==> config.mk <==
export PLATFORM = sky130hd
export DESIGN_NAME = nv_nvdla_pdp_rdma_ctxq_flat
export DESIGN_NICKNAME = d
export VERILOG_FILES = /design/src/rtl/nv_nvdla_pdp_rdma_pkg.sv /design/src/rtl/nv_nvdla_pdp_rdma_ctxq_if.sv /design/src/rtl/nv_nvdla_pdp_rdma_ctxq_fifo.sv /design/src/rtl/nv_nvdla_pdp_rdma_ctxq.sv /design/src/flat_wrapper.sv
export SDC_FILE = /design/constraint.sdc
export NUM_CORES = 1
export LEC_CHECK = 0
export CELL_PAD_IN_SITES_DETAIL_PLACEMENT = 1
export CELL_PAD_IN_SITES_GLOBAL_PLACEMENT = 1
export CORE_MARGIN = 4
export CORE_UTILIZATION = 35
export DETAILED_ROUTE_END_ITERATION = 10
export MAX_ROUTING_LAYER = met4
export PLACE_DENSITY_LB_ADDON = 0.1
export SLEW_MARGIN = 20
export SYNTH_ARGS = -nofsm -noshare
export SYNTH_HDL_FRONTEND = slang
export SYNTH_SLANG_ARGS = --single-unit
==> constraint.sdc <==
create_clock -name nvdla_core_clk -period 9.2 [get_ports nvdla_core_clk]
set_input_delay 2.3 -clock nvdla_core_clk [delete_from_list [all_inputs] [get_ports nvdla_core_clk]]
set_output_delay 2.3 -clock nvdla_core_clk [all_outputs]
set_load 0.05 [all_outputs]
==> src/rtl/nv_nvdla_pdp_rdma_pkg.sv <==
// Shared definitions for the PDP RDMA context queue.
// Provides the default parameter values and the width helpers that size the
// credit counter and occupancy ports.
package nv_nvdla_pdp_rdma_pkg;

  localparam int CTXQ_DEPTH   = 16;
  localparam int CTXQ_PD_W    = 18;
  localparam int CTXQ_CREDITS = 64;
  localparam int CTXQ_BEAT_W  = 3;

  // Width that holds every value 0..credits.
  function automatic int cdt_cnt_w(input int credits);
    return $clog2(credits + 1);
  endfunction

  // Width that holds every occupancy value 0..depth.
  function automatic int occ_w(input int depth);
    return $clog2(depth + 1);
  endfunction

endpackage

==> src/rtl/nv_nvdla_pdp_rdma_ctxq_if.sv <==
// Context handshake bundle: ingress push (ig2cq_*) and egress pop (cq2eg_*).
//   slave  : the context queue side (accepts pushes, presents pops)
//   master : the ingress/egress side driving the queue
interface nv_nvdla_pdp_rdma_ctxq_if
  import nv_nvdla_pdp_rdma_pkg::*;
#(
  parameter int PD_W = CTXQ_PD_W
);
  logic            ig2cq_pvld;
  logic            ig2cq_prdy;
  logic [PD_W-1:0] ig2cq_pd;
  logic            cq2eg_pvld;
  logic            cq2eg_prdy;
  logic [PD_W-1:0] cq2eg_pd;

  modport slave (
    input  ig2cq_pvld, ig2cq_pd, cq2eg_prdy,
    output ig2cq_prdy, cq2eg_pvld, cq2eg_pd
  );

  modport master (
    output ig2cq_pvld, ig2cq_pd, cq2eg_prdy,
    input  ig2cq_prdy, cq2eg_pvld, cq2eg_pd
  );
endinterface

==> src/rtl/nv_nvdla_pdp_rdma_ctxq_fifo.sv <==
// Context storage: flop array with a registered head-of-queue output.
// Ports:
//   clk, rst_n        clock, async active-low reset
//   push, push_pd     write request (caller guarantees not full)
//   pop               consume the presented head entry
//   flush             synchronous clear of pointers and occupancy
//   out_vld, out_pd   registered head entry
//   occupancy         registered number of valid entries
module nv_nvdla_pdp_rdma_ctxq_fifo
  import nv_nvdla_pdp_rdma_pkg::*;
#(
  parameter  int DEPTH = CTXQ_DEPTH,
  parameter  int PD_W  = CTXQ_PD_W,
  localparam int AW    = $clog2(DEPTH),
  localparam int OW    = occ_w(DEPTH)
) (
  input  logic            clk,
  input  logic            rst_n,
  input  logic            push,
  input  logic [PD_W-1:0] push_pd,
  input  logic            pop,
  input  logic            flush,
  output logic            out_vld,
  output logic [PD_W-1:0] out_pd,
  output logic [OW-1:0]   occupancy
);

  logic [PD_W-1:0] mem [DEPTH];
  logic [AW-1:0]   wr_ptr, rd_ptr, rd_ptr_nxt, wr_ptr_nxt;
  logic [OW-1:0]   cnt_nxt;
  logic            do_push, do_pop, forward;

  assign do_push = push && !flush;
  assign do_pop  = pop && out_vld && !flush;

  // NOTE: every always_comb output gets a default first so no path can infer a latch.
  always_comb begin
    rd_ptr_nxt = rd_ptr + AW'(do_pop);
    wr_ptr_nxt = wr_ptr + AW'(do_push);
    cnt_nxt    = occupancy + OW'(do_push) - OW'(do_pop);
    // The next head is the slot being written this cycle only when the queue
    // would otherwise be empty; forward the input so it appears next cycle.
    forward    = do_push && ((occupancy - OW'(do_pop)) == '0);
  end

  // NOTE: sequential state uses non-blocking assignments so all flops update together.
  always_ff @(posedge clk or negedge rst_n) begin
    if (!rst_n) begin
      wr_ptr    <= '0;
      rd_ptr    <= '0;
      occupancy <= '0;
      out_vld   <= 1'b0;
    end else if (flush) begin
      wr_ptr    <= '0;
      rd_ptr    <= '0;
      occupancy <= '0;
      out_vld   <= 1'b0;
    end else begin
      wr_ptr    <= wr_ptr_nxt;
      rd_ptr    <= rd_ptr_nxt;
      occupancy <= cnt_nxt;
      out_vld   <= (cnt_nxt != '0);
    end
  end

  // NOTE: storage and the data register carry no reset; validity is tracked by out_vld/occupancy.
  always_ff @(posedge clk) begin
    if (do_push) mem[wr_ptr] <= push_pd;
    out_pd <= forward ? push_pd : mem[rd_ptr_nxt];
  end

endmodule

==> src/rtl/nv_nvdla_pdp_rdma_ctxq.sv <==
// PDP RDMA context queue with read-credit tracking and ingress-stall counter.
// Ports:
//   nvdla_core_clk, nvdla_core_rstn   clock, async active-low reset
//   ctxq (slave)                      ig2cq push / cq2eg pop handshakes
//   rd_req_fire, rd_req_beats         accepted read request and its beat count
//   cdt_lat_fifo_pop                  one latency-FIFO entry returned
//   credit_ok, credit_cnt, credit_err worst-case-issuable flag, free credits, sticky error
//   flush, occupancy                  queue clear, valid entry count
//   perf_en, perf_clr, perf_stall_cnt ingress-stall performance counter
module nv_nvdla_pdp_rdma_ctxq
  import nv_nvdla_pdp_rdma_pkg::*;
#(
  parameter  int DEPTH   = CTXQ_DEPTH,
  parameter  int PD_W    = CTXQ_PD_W,
  parameter  int CREDITS = CTXQ_CREDITS,
  parameter  int BEAT_W  = CTXQ_BEAT_W,
  localparam int CW      = cdt_cnt_w(CREDITS),
  localparam int OW      = occ_w(DEPTH)
) (
  input  logic                     nvdla_core_clk,
  input  logic                     nvdla_core_rstn,
  nv_nvdla_pdp_rdma_ctxq_if.slave  ctxq,
  input  logic                     rd_req_fire,
  input  logic [BEAT_W-1:0]        rd_req_beats,
  input  logic                     cdt_lat_fifo_pop,
  output logic                     credit_ok,
  output logic [CW-1:0]            credit_cnt,
  input  logic                     flush,
  output logic [OW-1:0]            occupancy,
  input  logic                     perf_en,
  input  logic                     perf_clr,
  output logic [31:0]              perf_stall_cnt,
  output logic                     credit_err
);

  // Arithmetic width wide enough for credits, beats and one carry bit.
  localparam int MW = ((CW > BEAT_W) ? CW : BEAT_W) + 1;

  logic          full, push, pop, stall;
  logic [MW-1:0] avail, consume, diff;
  logic [CW-1:0] credit_nxt;
  logic          err_set;

  // No bypass: a pop in the same cycle does not open a full queue.
  assign full            = (occupancy == OW'(DEPTH));
  assign ctxq.ig2cq_prdy = !full && !flush;
  assign push            = ctxq.ig2cq_pvld && ctxq.ig2cq_prdy;
  assign pop             = ctxq.cq2eg_pvld && ctxq.cq2eg_prdy;

  nv_nvdla_pdp_rdma_ctxq_fifo #(
    .DEPTH (DEPTH),
    .PD_W  (PD_W)
  ) u_fifo (
    .clk       (nvdla_core_clk),
    .rst_n     (nvdla_core_rstn),
    .push      (push),
    .push_pd   (ctxq.ig2cq_pd),
    .pop       (pop),
    .flush     (flush),
    .out_vld   (ctxq.cq2eg_pvld),
    .out_pd    (ctxq.cq2eg_pd),
    .occupancy (occupancy)
  );

  // Consume and return are netted in one cycle, then clamped to 0..CREDITS.
  always_comb begin
    avail      = MW'(credit_cnt) + MW'(cdt_lat_fifo_pop);
    consume    = rd_req_fire ? MW'(rd_req_beats) : '0;
    diff       = avail - consume;
    credit_nxt = CW'(diff);
    err_set    = 1'b0;
    if (consume > avail) begin
      credit_nxt = '0;
      err_set    = 1'b1;
    end else if (diff > MW'(CREDITS)) begin
      credit_nxt = CW'(CREDITS);
      err_set    = 1'b1;
    end
  end

  assign credit_ok = (MW'(credit_cnt) >= MW'((1 << BEAT_W) - 1));
  assign stall     = ctxq.ig2cq_pvld && !ctxq.ig2cq_prdy && perf_en;

  always_ff @(posedge nvdla_core_clk or negedge nvdla_core_rstn) begin
    if (!nvdla_core_rstn) begin
      credit_cnt     <= CW'(CREDITS);
      credit_err     <= 1'b0;
      perf_stall_cnt <= '0;
    end else begin
      credit_cnt <= credit_nxt;
      if (err_set) credit_err <= 1'b1;
      if (perf_clr)
        perf_stall_cnt <= '0;
      else if (stall && (perf_stall_cnt != 32'hFFFF_FFFF))
        perf_stall_cnt <= perf_stall_cnt + 32'd1;
    end
  end

endmodule
==> src/flat_wrapper.sv <==
// flat-port wrapper written by rule: the top's interface ports become plain ports
module nv_nvdla_pdp_rdma_ctxq_flat import nv_nvdla_pdp_rdma_pkg::*;
#(
  parameter  int DEPTH   = CTXQ_DEPTH,
  parameter  int PD_W    = CTXQ_PD_W,
  parameter  int CREDITS = CTXQ_CREDITS,
  parameter  int BEAT_W  = CTXQ_BEAT_W,
  localparam int CW      = cdt_cnt_w(CREDITS),
  localparam int OW      = occ_w(DEPTH)
)
  (nvdla_core_clk, nvdla_core_rstn, rd_req_fire, rd_req_beats, cdt_lat_fifo_pop, credit_ok, credit_cnt, flush, occupancy, perf_en, perf_clr, perf_stall_cnt, credit_err, ctxq_ig2cq_pvld, ctxq_ig2cq_pd, ctxq_cq2eg_prdy, ctxq_ig2cq_prdy, ctxq_cq2eg_pvld, ctxq_cq2eg_pd);
  nv_nvdla_pdp_rdma_ctxq_if #(.PD_W(PD_W)) ctxq_i ();
  input  logic nvdla_core_clk;
  input  logic nvdla_core_rstn;
  input  logic rd_req_fire;
  input  logic [BEAT_W-1:0] rd_req_beats;
  input  logic cdt_lat_fifo_pop;
  output logic credit_ok;
  output logic [CW-1:0] credit_cnt;
  input  logic flush;
  output logic [OW-1:0] occupancy;
  input  logic perf_en;
  input  logic perf_clr;
  output logic [31:0] perf_stall_cnt;
  output logic credit_err;
  input wire logic [$bits(ctxq_i.ig2cq_pvld)-1:0] ctxq_ig2cq_pvld;
  input wire logic [$bits(ctxq_i.ig2cq_pd)-1:0] ctxq_ig2cq_pd;
  input wire logic [$bits(ctxq_i.cq2eg_prdy)-1:0] ctxq_cq2eg_prdy;
  output wire logic [$bits(ctxq_i.ig2cq_prdy)-1:0] ctxq_ig2cq_prdy;
  output wire logic [$bits(ctxq_i.cq2eg_pvld)-1:0] ctxq_cq2eg_pvld;
  output wire logic [$bits(ctxq_i.cq2eg_pd)-1:0] ctxq_cq2eg_pd;
  assign ctxq_i.ig2cq_pvld = ctxq_ig2cq_pvld;
  assign ctxq_i.ig2cq_pd = ctxq_ig2cq_pd;
  assign ctxq_i.cq2eg_prdy = ctxq_cq2eg_prdy;
  assign ctxq_ig2cq_prdy = ctxq_i.ig2cq_prdy;
  assign ctxq_cq2eg_pvld = ctxq_i.cq2eg_pvld;
  assign ctxq_cq2eg_pd = ctxq_i.cq2eg_pd;
  nv_nvdla_pdp_rdma_ctxq #(.DEPTH(DEPTH), .PD_W(PD_W), .CREDITS(CREDITS), .BEAT_W(BEAT_W)) u_core (.nvdla_core_clk(nvdla_core_clk), .nvdla_core_rstn(nvdla_core_rstn), .ctxq(ctxq_i), .rd_req_fire(rd_req_fire), .rd_req_beats(rd_req_beats), .cdt_lat_fifo_pop(cdt_lat_fifo_pop), .credit_ok(credit_ok), .credit_cnt(credit_cnt), .flush(flush), .occupancy(occupancy), .perf_en(perf_en), .perf_clr(perf_clr), .perf_stall_cnt(perf_stall_cnt), .credit_err(credit_err));
endmodule
==> reports/metrics.yaml <==
timing_limited_maximum_frequency_mhz: 152
internal_power_of_the_cells_w: 0.00330
post_drt_via_cell_ratio: 5.26
core_area_sq_um: 42100
timing.final.max_slew_violations: 0
cts-htree-levels: 2
post_cts_buffers: 0
worst-path-max-fanout: 15
startpoint_type: "input pin"
antenna_found_initial: 1
crit_chain: "clkdlybuf4s50_1 -> inv_2 -> and2_1 -> clkdlybuf4s50_1"
power_frac_seq_pct: 41.4
arrival_ns: 4.29
worst-path-stages: 4
finalClockSkew_ns: 0.0179
clock_tree.root_cell: "clkbuf_16"
routed_wl_mm: 37.1
place.gp.congestion: 0.712
layout.nets: 1006
routed_wire_length_per_instance_um: 24.3
cts-hold-fix-buffers: 0
synth_async_sr_flop_share_pct: 15.0
p_comb_share_pct: 21.2
drv_cap: 0
postLayoutSetupSlackWorst_ns: 2.61
net-switching-power_w: 0.00127
dp.final_hpwl_mm: 20.4
synth-main-ff-cell: "edfxtp_1"
drc: 0
chipHeight_um: 215
r2r-start: "u_core.u_fifo.out_vld"
grt_start_max_net_pins: 55
worst_path_largest_cell_delay_ns: 0.82
synthToLayoutAreaGrowth_pct: 21.1
vias: 8044
worstSetupEndpoint: "ctxq_ig2cq_prdy"
syn_area_sq_um: 15000
final.period_utilization_pct: 71.7
powerDensity_nw_per_um2: 253
die_x_um: 215
place.port_buffers: 95
netlist-cell-type-count: 70
slew_worst_pin_ns: 0.898
status: "finished, final reports clean"
slowest_stage: "clkdlybuf4s50_1"
via_count_of_the_first_global_routing_pass: 8923
synth-edff-count: 288
p_sw_share_pct: 27.8
synth.area.top_cells: "edfxtp_1 (58%), mux4_2 (14%), dfrtp_1 (8.9%), dfxtp_1 (2.4%), ha_1 (1.6%)"
critPathBufInv: 3
finalHoldViolations: 0
worstSetupEndpointType: "primary output"
mostFrequentLayoutCells: "edfxtp_1 (288), clkdlybuf4s50_1 (94), mux4_2 (90), dfrtp_1 (53), clkbuf_16 (43)"
syn_nets: 876
overflow_left_after_global_routing: 0
cts-resized-gates: 0
drive_gt1_share_pct: 24.3
synth_sequential_area_ratio_pct: 69.2
regToRegEndpoint: "u_core.u_fifo.out_pd[4]"
worst_hold_path_type: "reg2reg"
rrSetupSlack_ns: 5.85
grt_first_pass_wirelength_mm: 56.8
clock_sinks: 360
yosys_warnings: 0
setup.worst_path.start: "flush"
boundaryPins: 96
largest_voltage_drop_on_the_vdd_net_mv: 0.186
clkLatencyLatePin_ns: 0.56
synth_top_area_cell: "edfxtp_1"
min_period_ns: 6.59
cts.clk_slew.worst_paths_ns: 0.05
syn-instance-count: 825
grt_use_total_pct: 16.7
drt_pre_antenna_iters: 4
grt_setup_unrepaired: "false"
placement_rows: 75
synth_seq_cells: 360
max-clock-path-buffers: 3
timing.final.setup_violations: 0
tritoncts_clock_tree: "built"
setup_tns_ns: 0
logic_depth_of_the_worst_register_to_register_path: 7
post-place-ws_ns: 2.55
worstSetupPathType: "in2out"
max-slew-margin-rel_pct: 39.6
initial_utilization_pct: 35.5
yosys.area.top_type_share_pct: 57.8
numCtsBuffers: 42
power.leakage_nw: 5.96
required_ns: 6.90
power_frac_clock_pct: 37.4
crit_top_cell: "clkdlybuf4s50_1"
die_outline_area_sq_um: 46100
layout.cells.most_common: "edfxtp_1"
ant_nets: 0
cp_top_family: "buffers and inverters"
drt-initial-drc-count: 454
synth.avg_cell_area_sq_um: 18.1
registers in the layout, summed over array words and instances (netlist names):
| register | flops |
|---|---|
| u_core.u_fifo.occupancy | 5 |
| u_core.credit_err | 1 |
| u_core.u_fifo.wr_ptr | 4 |
| u_core.credit_cnt | 7 |
| u_core.u_fifo.out_pd | 18 |
| u_core.u_fifo.rd_ptr | 4 |
| u_core.u_fifo.out_vld | 1 |
| u_core.perf_stall_cnt | 32 |
| u_core.u_fifo.mem | 288 |
Yosys cell counts, types with 12 or more instances:
cell type / number
edfxtp_1: 288
mux4_2: 90
dfrtp_1: 53
nor2_1: 34
a21oi_1: 30
nand2_1: 25
nand3_1: 23
ha_1: 19
dfxtp_1: 18
mux2_2: 18
clkbuf_1: 16
inv_1: 13
or3_1: 13
nor2b_1: 12
worst min-delay path by stage:
| stage | slack [ns] | cells past startpoint | endpoint | startpoint |
|---|---|---|---|---|
| 2_1_floorplan | 0.60 | 3 | u_core.u_fifo.wr_ptr[3] | u_core.u_fifo.wr_ptr[3] |
| 6_report | 0.47 | 1 | u_core.credit_err | u_core.credit_err |
| 4_1_cts | 0.48 | 1 | u_core.credit_err | u_core.credit_err |
| 3_3_place_gp | 0.46 | 1 | u_core.credit_err | u_core.credit_err |
| 5_1_grt | 0.49 | 1 | u_core.credit_err | u_core.credit_err |
| 3_5_place_dp | 0.46 | 1 | u_core.credit_err | u_core.credit_err |
kinds of logic after synthesis:
logic type / after synthesis / share of synthesized area (%)
and+or+nand+nor: 178 / 6.98
DFF: 360 / 69.2
buffers and inverters: 47 / 1.63
AOI/OAI and AO/OA: 86 / 3.82
muxes: 111 / 15.1
adders and majority gates: 21 / 1.86
xor gates and xnor gates: 22 / 1.34
layer usage:
metal	track usage (%)	routed length (um)
met2	27.2	18400
met4	3.93	694
met5	-	0
met3	3.08	1400
met1	22.0	16600
per-stage QoR:
step                cells  instance area [sq um]  power (W)  utilization [%]  hold slack (ns)
global route         1528                  18100    0.00479             43.0            0.492
CTS                  1527                  18100    0.00465             43.0            0.475
detailed placement   1450                  16700    0.00292             39.6            0.459
floorplan             825                  15000    0.00263                -            0.602
global placement     1450                  16700    0.00291             39.6            0.460
finish               1528                  18100    0.00457             43.0            0.469
layout make-up:
cell class                 instances  area [sq um]
multi-input combinational        418          4460
timing repair buffer             119          1130
antenna                            1          2.50
fill                            4051         24000
sequential                       360         10400
clock buffer                      52          1140
inverter                          14          52.6
tap                              539           674
clock inverter                    25           297
power by group through the flow:
stage	logic [W]	registers [W]	clock network [W]
5_1_grt	0.00105	0.00191	0.00184
3_3_place_gp	0.000980	0.00193	0
4_1_cts	0.000990	0.00190	0.00176
3_5_place_dp	0.000987	0.00193	0
6_report	0.000968	0.00190	0.00171
2_1_floorplan	0.000542	0.00209	0
Power figures use the tool's default switching activity.
